--- src/rtl/rns_ct_addsub_engine.sv ---
// Streaming RNS add/sub engine: one command, then poly0 and poly1 beats of LANES residues.
// Define RNS_ADDSUB_RANGE_CHECK_EN to build the sticky operand range checker (range_err).
module rns_ct_addsub_engine #(
    parameter int unsigned W       = 32,
    parameter int unsigned NCOEFF  = 4,
    parameter int unsigned NPRIMES = 2,
    parameter int unsigned LANES   = 2
) (
    input  logic                 clk,
    input  logic                 reset,
    input  logic [NPRIMES*W-1:0] moduli,
    input  logic                 cmd_valid,
    output logic                 cmd_ready,
    input  logic [1:0]           cmd_mode,
    input  logic                 in_valid,
    output logic                 in_ready,
    input  logic [LANES*W-1:0]   in_x,
    input  logic [LANES*W-1:0]   in_y,
    output logic                 out_valid,
    input  logic                 out_ready,
    output logic [LANES*W-1:0]   out_z,
    output logic                 out_poly,
    output logic                 out_last,
    output logic                 done,
    output logic                 range_err
);
    localparam int unsigned NBEAT = NCOEFF * NPRIMES / LANES;
    localparam int unsigned CW = (NBEAT > 1) ? $clog2(NBEAT) : 1;
    localparam logic [CW-1:0] LastBeat = CW'(NBEAT - 1);
    localparam logic [1:0] ModeSub = 2'd1;
    localparam logic [1:0] ModePt  = 2'd2;

    typedef enum logic [1:0] {StIdle, StRun, StDrain} state_t;

    state_t             state;
    logic [1:0]         mode;
    logic [CW-1:0]      beat_cnt;
    logic               in_poly;
    logic               in_fire;
    logic               last_beat;
    logic               pt_pass;
    logic [LANES*W-1:0] z_next;

    assign cmd_ready = (state == StIdle);
    assign in_ready  = (state == StRun) && (!out_valid || out_ready);
    assign in_fire   = in_valid && in_ready;
    assign last_beat = (beat_cnt == LastBeat);
    // CT-PT poly0 passes the ciphertext through untouched
    assign pt_pass   = (mode == ModePt) && !in_poly;
    assign done      = (state == StDrain) && out_valid && out_ready;

`ifdef RNS_ADDSUB_RANGE_CHECK_EN
    logic [LANES-1:0] lane_err;
`endif

    for (genvar l = 0; l < LANES; l++) begin : g_lane
        localparam int unsigned P = l % NPRIMES;
        logic [W-1:0] x, y, q, z;
        logic [W:0]   sum;

        assign x   = in_x[l*W +: W];
        assign y   = in_y[l*W +: W];
        assign q   = moduli[P*W +: W];
        assign sum = {1'b0, x} + {1'b0, y};

        always_comb begin
            if (pt_pass) begin
                z = x;
            end else if (mode == ModeSub) begin
                z = (x < y) ? x - y + q : x - y;
            end else begin
                z = (sum >= {1'b0, q}) ? W'(sum - {1'b0, q}) : sum[W-1:0];
            end
        end

        assign z_next[l*W +: W] = z;
`ifdef RNS_ADDSUB_RANGE_CHECK_EN
        assign lane_err[l] = (x >= q) || (!pt_pass && (y >= q));
`endif
    end

    always_ff @(posedge clk or negedge reset) begin
        if (!reset) begin
            state     <= StIdle;
            mode      <= 2'd0;
            beat_cnt  <= '0;
            in_poly   <= 1'b0;
            out_valid <= 1'b0;
            out_z     <= '0;
            out_poly  <= 1'b0;
            out_last  <= 1'b0;
        end else begin
            case (state)
                StIdle: begin
                    if (cmd_valid) begin
                        state    <= StRun;
                        mode     <= cmd_mode;
                        beat_cnt <= '0;
                        in_poly  <= 1'b0;
                    end
                end
                StRun: begin
                    if (in_fire) begin
                        if (last_beat) begin
                            beat_cnt <= '0;
                            in_poly  <= ~in_poly;
                            if (in_poly) state <= StDrain;
                        end else begin
                            beat_cnt <= beat_cnt + 1'b1;
                        end
                    end
                end
                StDrain: begin
                    if (out_valid && out_ready) state <= StIdle;
                end
                default: state <= StIdle;
            endcase

            if (in_fire) begin
                out_valid <= 1'b1;
                out_z     <= z_next;
                out_poly  <= in_poly;
                out_last  <= last_beat;
            end else if (out_ready) begin
                out_valid <= 1'b0;
            end
        end
    end

`ifdef RNS_ADDSUB_RANGE_CHECK_EN
    logic range_q;

    always_ff @(posedge clk or negedge reset) begin
        if (!reset) begin
            range_q <= 1'b0;
        end else if (cmd_valid && cmd_ready) begin
            range_q <= 1'b0;
        end else if (in_fire && (|lane_err)) begin
            range_q <= 1'b1;
        end
    end

    assign range_err = range_q;
`else
    assign range_err = 1'b0;
`endif

endmodule

--- config.mk ---
export PLATFORM = sky130hd
export DESIGN_NAME = rns_ct_addsub_engine
export DESIGN_NICKNAME = d
export VERILOG_FILES = /design/src/rtl/rns_ct_addsub_engine.sv
export SDC_FILE = /design/constraint.sdc
export NUM_CORES = 1
export LEC_CHECK = 0
export CAP_MARGIN = 20
export CORE_MARGIN = 2
export CORE_UTILIZATION = 35
export DETAILED_ROUTE_END_ITERATION = 7
export HOLD_SLACK_MARGIN = 0.15
export SLEW_MARGIN = 10
export SYNTH_ARGS = -nofsm -noshare
export SYNTH_HDL_FRONTEND = slang
export SYNTH_SLANG_ARGS = --single-unit
--- constraint.sdc ---
create_clock -name clk -period 2.7 [get_ports clk]
set_input_delay 0.54 -clock clk [delete_from_list [all_inputs] [get_ports clk]]
set_output_delay 0.54 -clock clk [all_outputs]
set_load 0.03 [all_outputs]
==> run_results.csv <==
group,metric,value,unit
timing,finalSetupViolCount,64,
synth,yosysSeqAreaShare,9.69,%
timing,drv_slew,0,
timing,slew_headroom,58.6,%
synth,synth_area,19100,um^2
clocking,cts_buffers,9,
timing,fin_crit_sh,191,%
pwr,internal_power,0.0114,W
global_routing,grt_max_degree,64,
die,die_height,238,um
synth,synth-async-reset-ratio,100,%
timing,whs,0.451,ns
cells_and_area,area_delta_synth_final,76.8,%
drt,drc_errors,0,
cells_and_area,drive_gt1_share,39.7,%
clocking,cts_tree,"done",
worst_setup_path,worstPathMaxFanout,5,
pwr,clkPwrFrac,6.6,%
die,die_area,56500,um^2
synth,synth_edf_count,0,
cells_and_area,utilization,62.7,%
die,dieWidth,238,um
synth,synth_area_leader_cell,"ha_1",
drt,ant_nets,0,
die,core_area,53900,um^2
global_routing,antenna_found_initial,0,
pwr,p_leak,16.2,nW
place,dp_hpwl,77800,um
timing,fin_skew,0.0111,ns
drt,drtIter0Drc,1722,
clocking,cts_max_level,3,
clocking,clock_path_buffers,2,
global_routing,first_global_vias,26500,
pwr,p_per_area,667,nW/um^2
pwr,p_sw_share,49.5,%
synth,synth_warnings,0,
cells_and_area,final_area,33800,um^2
die,initial_core_util,35.4,%
pwr,p_sw,0.0112,W
synth,synthTopCellsByArea,"ha_1, dfrtp_1, a21oi_1",
clocking,cts_root_buf,"clkbuf_16",
global_routing,grt_pass1_wl,146000,um
global_routing,grt.total_usage,32.8,%
synth,synth_top_area_share,16.7,%
drt,wl_per_cell,20.5,um
clocking,clk_pin_slew,0.07,ns
worst_setup_path,required,2.97,ns
place,io_buffers,268,
synth,ys_types,98,
drt,dr.pass1.iters,5,
timing,max_clock_freq,0.194,GHz
timing,min_period,5.16,ns
pwr,seqPwrFrac,10.1,%
flow_run,cap_viol_max_count,0,
clocking,clk_latency,0.40,ns
timing,tightest_slew,0.605,ns
die,rows,85,
pwr,vdd_drop_max,0.000524,V
pwr,p_comb_share,83.3,%
synth,synthesis.nets,3139,
pwr,total_power,0.0226,W
synth,ys_seq_elements,74,
worst_hold_path,hp-class,"in -> reg",
place,gp_congestion,1.00,
worst_setup_path,crit_type,"in -> reg",
synth,yosysMostFrequentCell,"a21oi_1",
die,num_io_pins,270,
status,failed_checks,"negative setup slack",
drt,drt_wl_total,96000,um
synth,synth_area_per_cell,7.14,um^2
synth,synth_ff_type,"dfrtp_1",
worst_setup_path,worst_setup_path_end_kind,"flip-flop",
worst_setup_path,cp.arrival,5.43,ns
place,place_area,30300,um^2
worst_setup_path,cp-start-kind,"input pin",
synth,synth_common_cells,"a21oi_1, ha_1, inv_1",
timing,setup_ws,-2.46,ns
global_routing,grt_overflow,0,
timing,hold_violations,0,
synth,syn_inst,2677,
cells_and_area,final_nets,4438,
clocking,cts.sinks,74,
status,status,"complete, but fails checks",
timing,rsz0062_at_grt,"true",
drt,num_vias,26000,
drt,viasPerCell,5.56,
timing,fin_tns_setup,-145.61,ns
[cell usage in the layout, fill, tap and decap left out, types with 13 or more instances in the layout]
cell and count:
nand4_1 23, clkdlybuf4s50_1 216, dlygate4sd2_1 17, and3_1 46
dfrtp_1 74, xnor2_1 130, nand2b_1 29, a21o_1 89
a21oi_1 249, o211ai_1 45, a31oi_1 26, a211oi_2 15
a211oi_1 21, o31ai_1 20, or2_2 17, buf_6 39
o21a_1 25, nand3_1 54, a211o_1 17, nor2_1 186
o31ai_2 13, xor2_1 58, buf_4 1089, inv_1 202
xnor2_2 21, or3_1 13, o21ai_1 56, o21bai_1 37
nand2_1 185, a21oi_2 41, buf_12 16, ha_1 203
inv_2 15, nor2b_1 27, o21ai_0 92, mux2i_1 24
ha_4 41, nor3_1 53
[cell type report]
class,instances,area (um^2)
tap,696,871
inverter,228,893
antenna,1,2.50
clock inverter,7,101
sequential,74,1850
fill,4735,20100
multi-input combinational,2255,18300
clock buffer,9,225
timing repair buffer,1408,11600
[state kept, by name, summed over array words and instances (netlist names)]
| name | flops |
|---|---|
| out_z | 64 |
| beat_cnt | 2 |
| mode | 2 |
| state | 2 |
| in_poly | 1 |
| out_last | 1 |
| out_poly | 1 |
| out_valid | 1 |
[what timing repair did]
item                                   CTS  global route
hold buffers                             1             0
endpoints found under the hold margin   24             0
gates resized for setup                290           270
buffers inserted                        90            41
gates cloned                             1             0
setup endpoints to repair               64            64
pin swaps                              147           145
[through the flow]
| step | setup slack, ns | cells |
|---|---|---|
| after floorplan | -2.30 | 2677 |
| after global placement | -3.58 | 4537 |
| after detailed placement | -3.65 | 4537 |
| after CTS | -2.56 | 4639 |
| after global routing | -2.62 | 4677 |
| final | -2.46 | 4678 |
[worst paths after layout]
path | to | slack, ns | startpoint | depth (start not counted)
max reg2reg | out_z[43] | 0.59 | mode[0] | 6
min | out_z[3] | 0.45 | in_x[3] | 3
max | out_z[63] | -2.46 | in_y[44] | 24
min reg2reg | out_poly | 0.50 | out_poly | 2
max in group asynchronous | out_z[2] | 1.36 | reset | 3
min in group asynchronous | out_z[38] | 0.64 | reset | 2
[metal layers]
layer | vias up | part of all wire [%] | track usage (%)
li1 | 12400 | - | -
met4 | 0 | 4.2 | 13.4
met2 | 969 | 49 | 58.3
met1 | 12400 | 42 | 40.1
met3 | 226 | 5.6 | 3.54
met5 | - | 0 | 0
[power groups by stage]
stage	clock, W	combinational (W)	sequential [W]
floorplan	0	0.00813	0.00293
detailed placement	0	0.0167	0.00226
global route	0.00155	0.0200	0.00231
global placement	0	0.0165	0.00226
CTS	0.00151	0.0177	0.00225
finish	0.00150	0.0188	0.00227
[critical path, cell delays in order]
cell,delay [ns]
clkdlybuf4s50_1,0.51
inv_1,0.08
ha_4,0.30
buf_4,0.11
nand4_1,0.22
a21oi_2,0.19
buf_4,0.14
o21a_1,0.17
a2bb2oi_4,0.18
a31oi_2,0.11
buf_4,0.17
o31a_1,0.32
xnor2_2,0.15
ha_1,0.31
nand4_1,0.25
buf_4,0.24
a2bb2oi_4,0.17
nor4bb_4,0.17
buf_4,0.14
o31ai_2,0.23
o21ai_1,0.12
xnor2_1,0.15
a22oi_1,0.12
a221o_1,0.31
[kinds of logic (layout without fill, tap and decap cells)]
group,after synthesis,in the layout,synth area share [%]
adder cells (fa/ha/maj),263,263,17.5
flip-flops,74,74,9.69
multiplexers,36,36,1.95
XOR/XNOR,213,213,9.80
AND/OR/NAND/NOR,774,774,19.7
buffers and inverters,348,1652,7.18
other,1,2,0.0196
AO/OA/AOI/OAI,968,968,34.1
No activity file was read; power rests on OpenSTA's default activity.
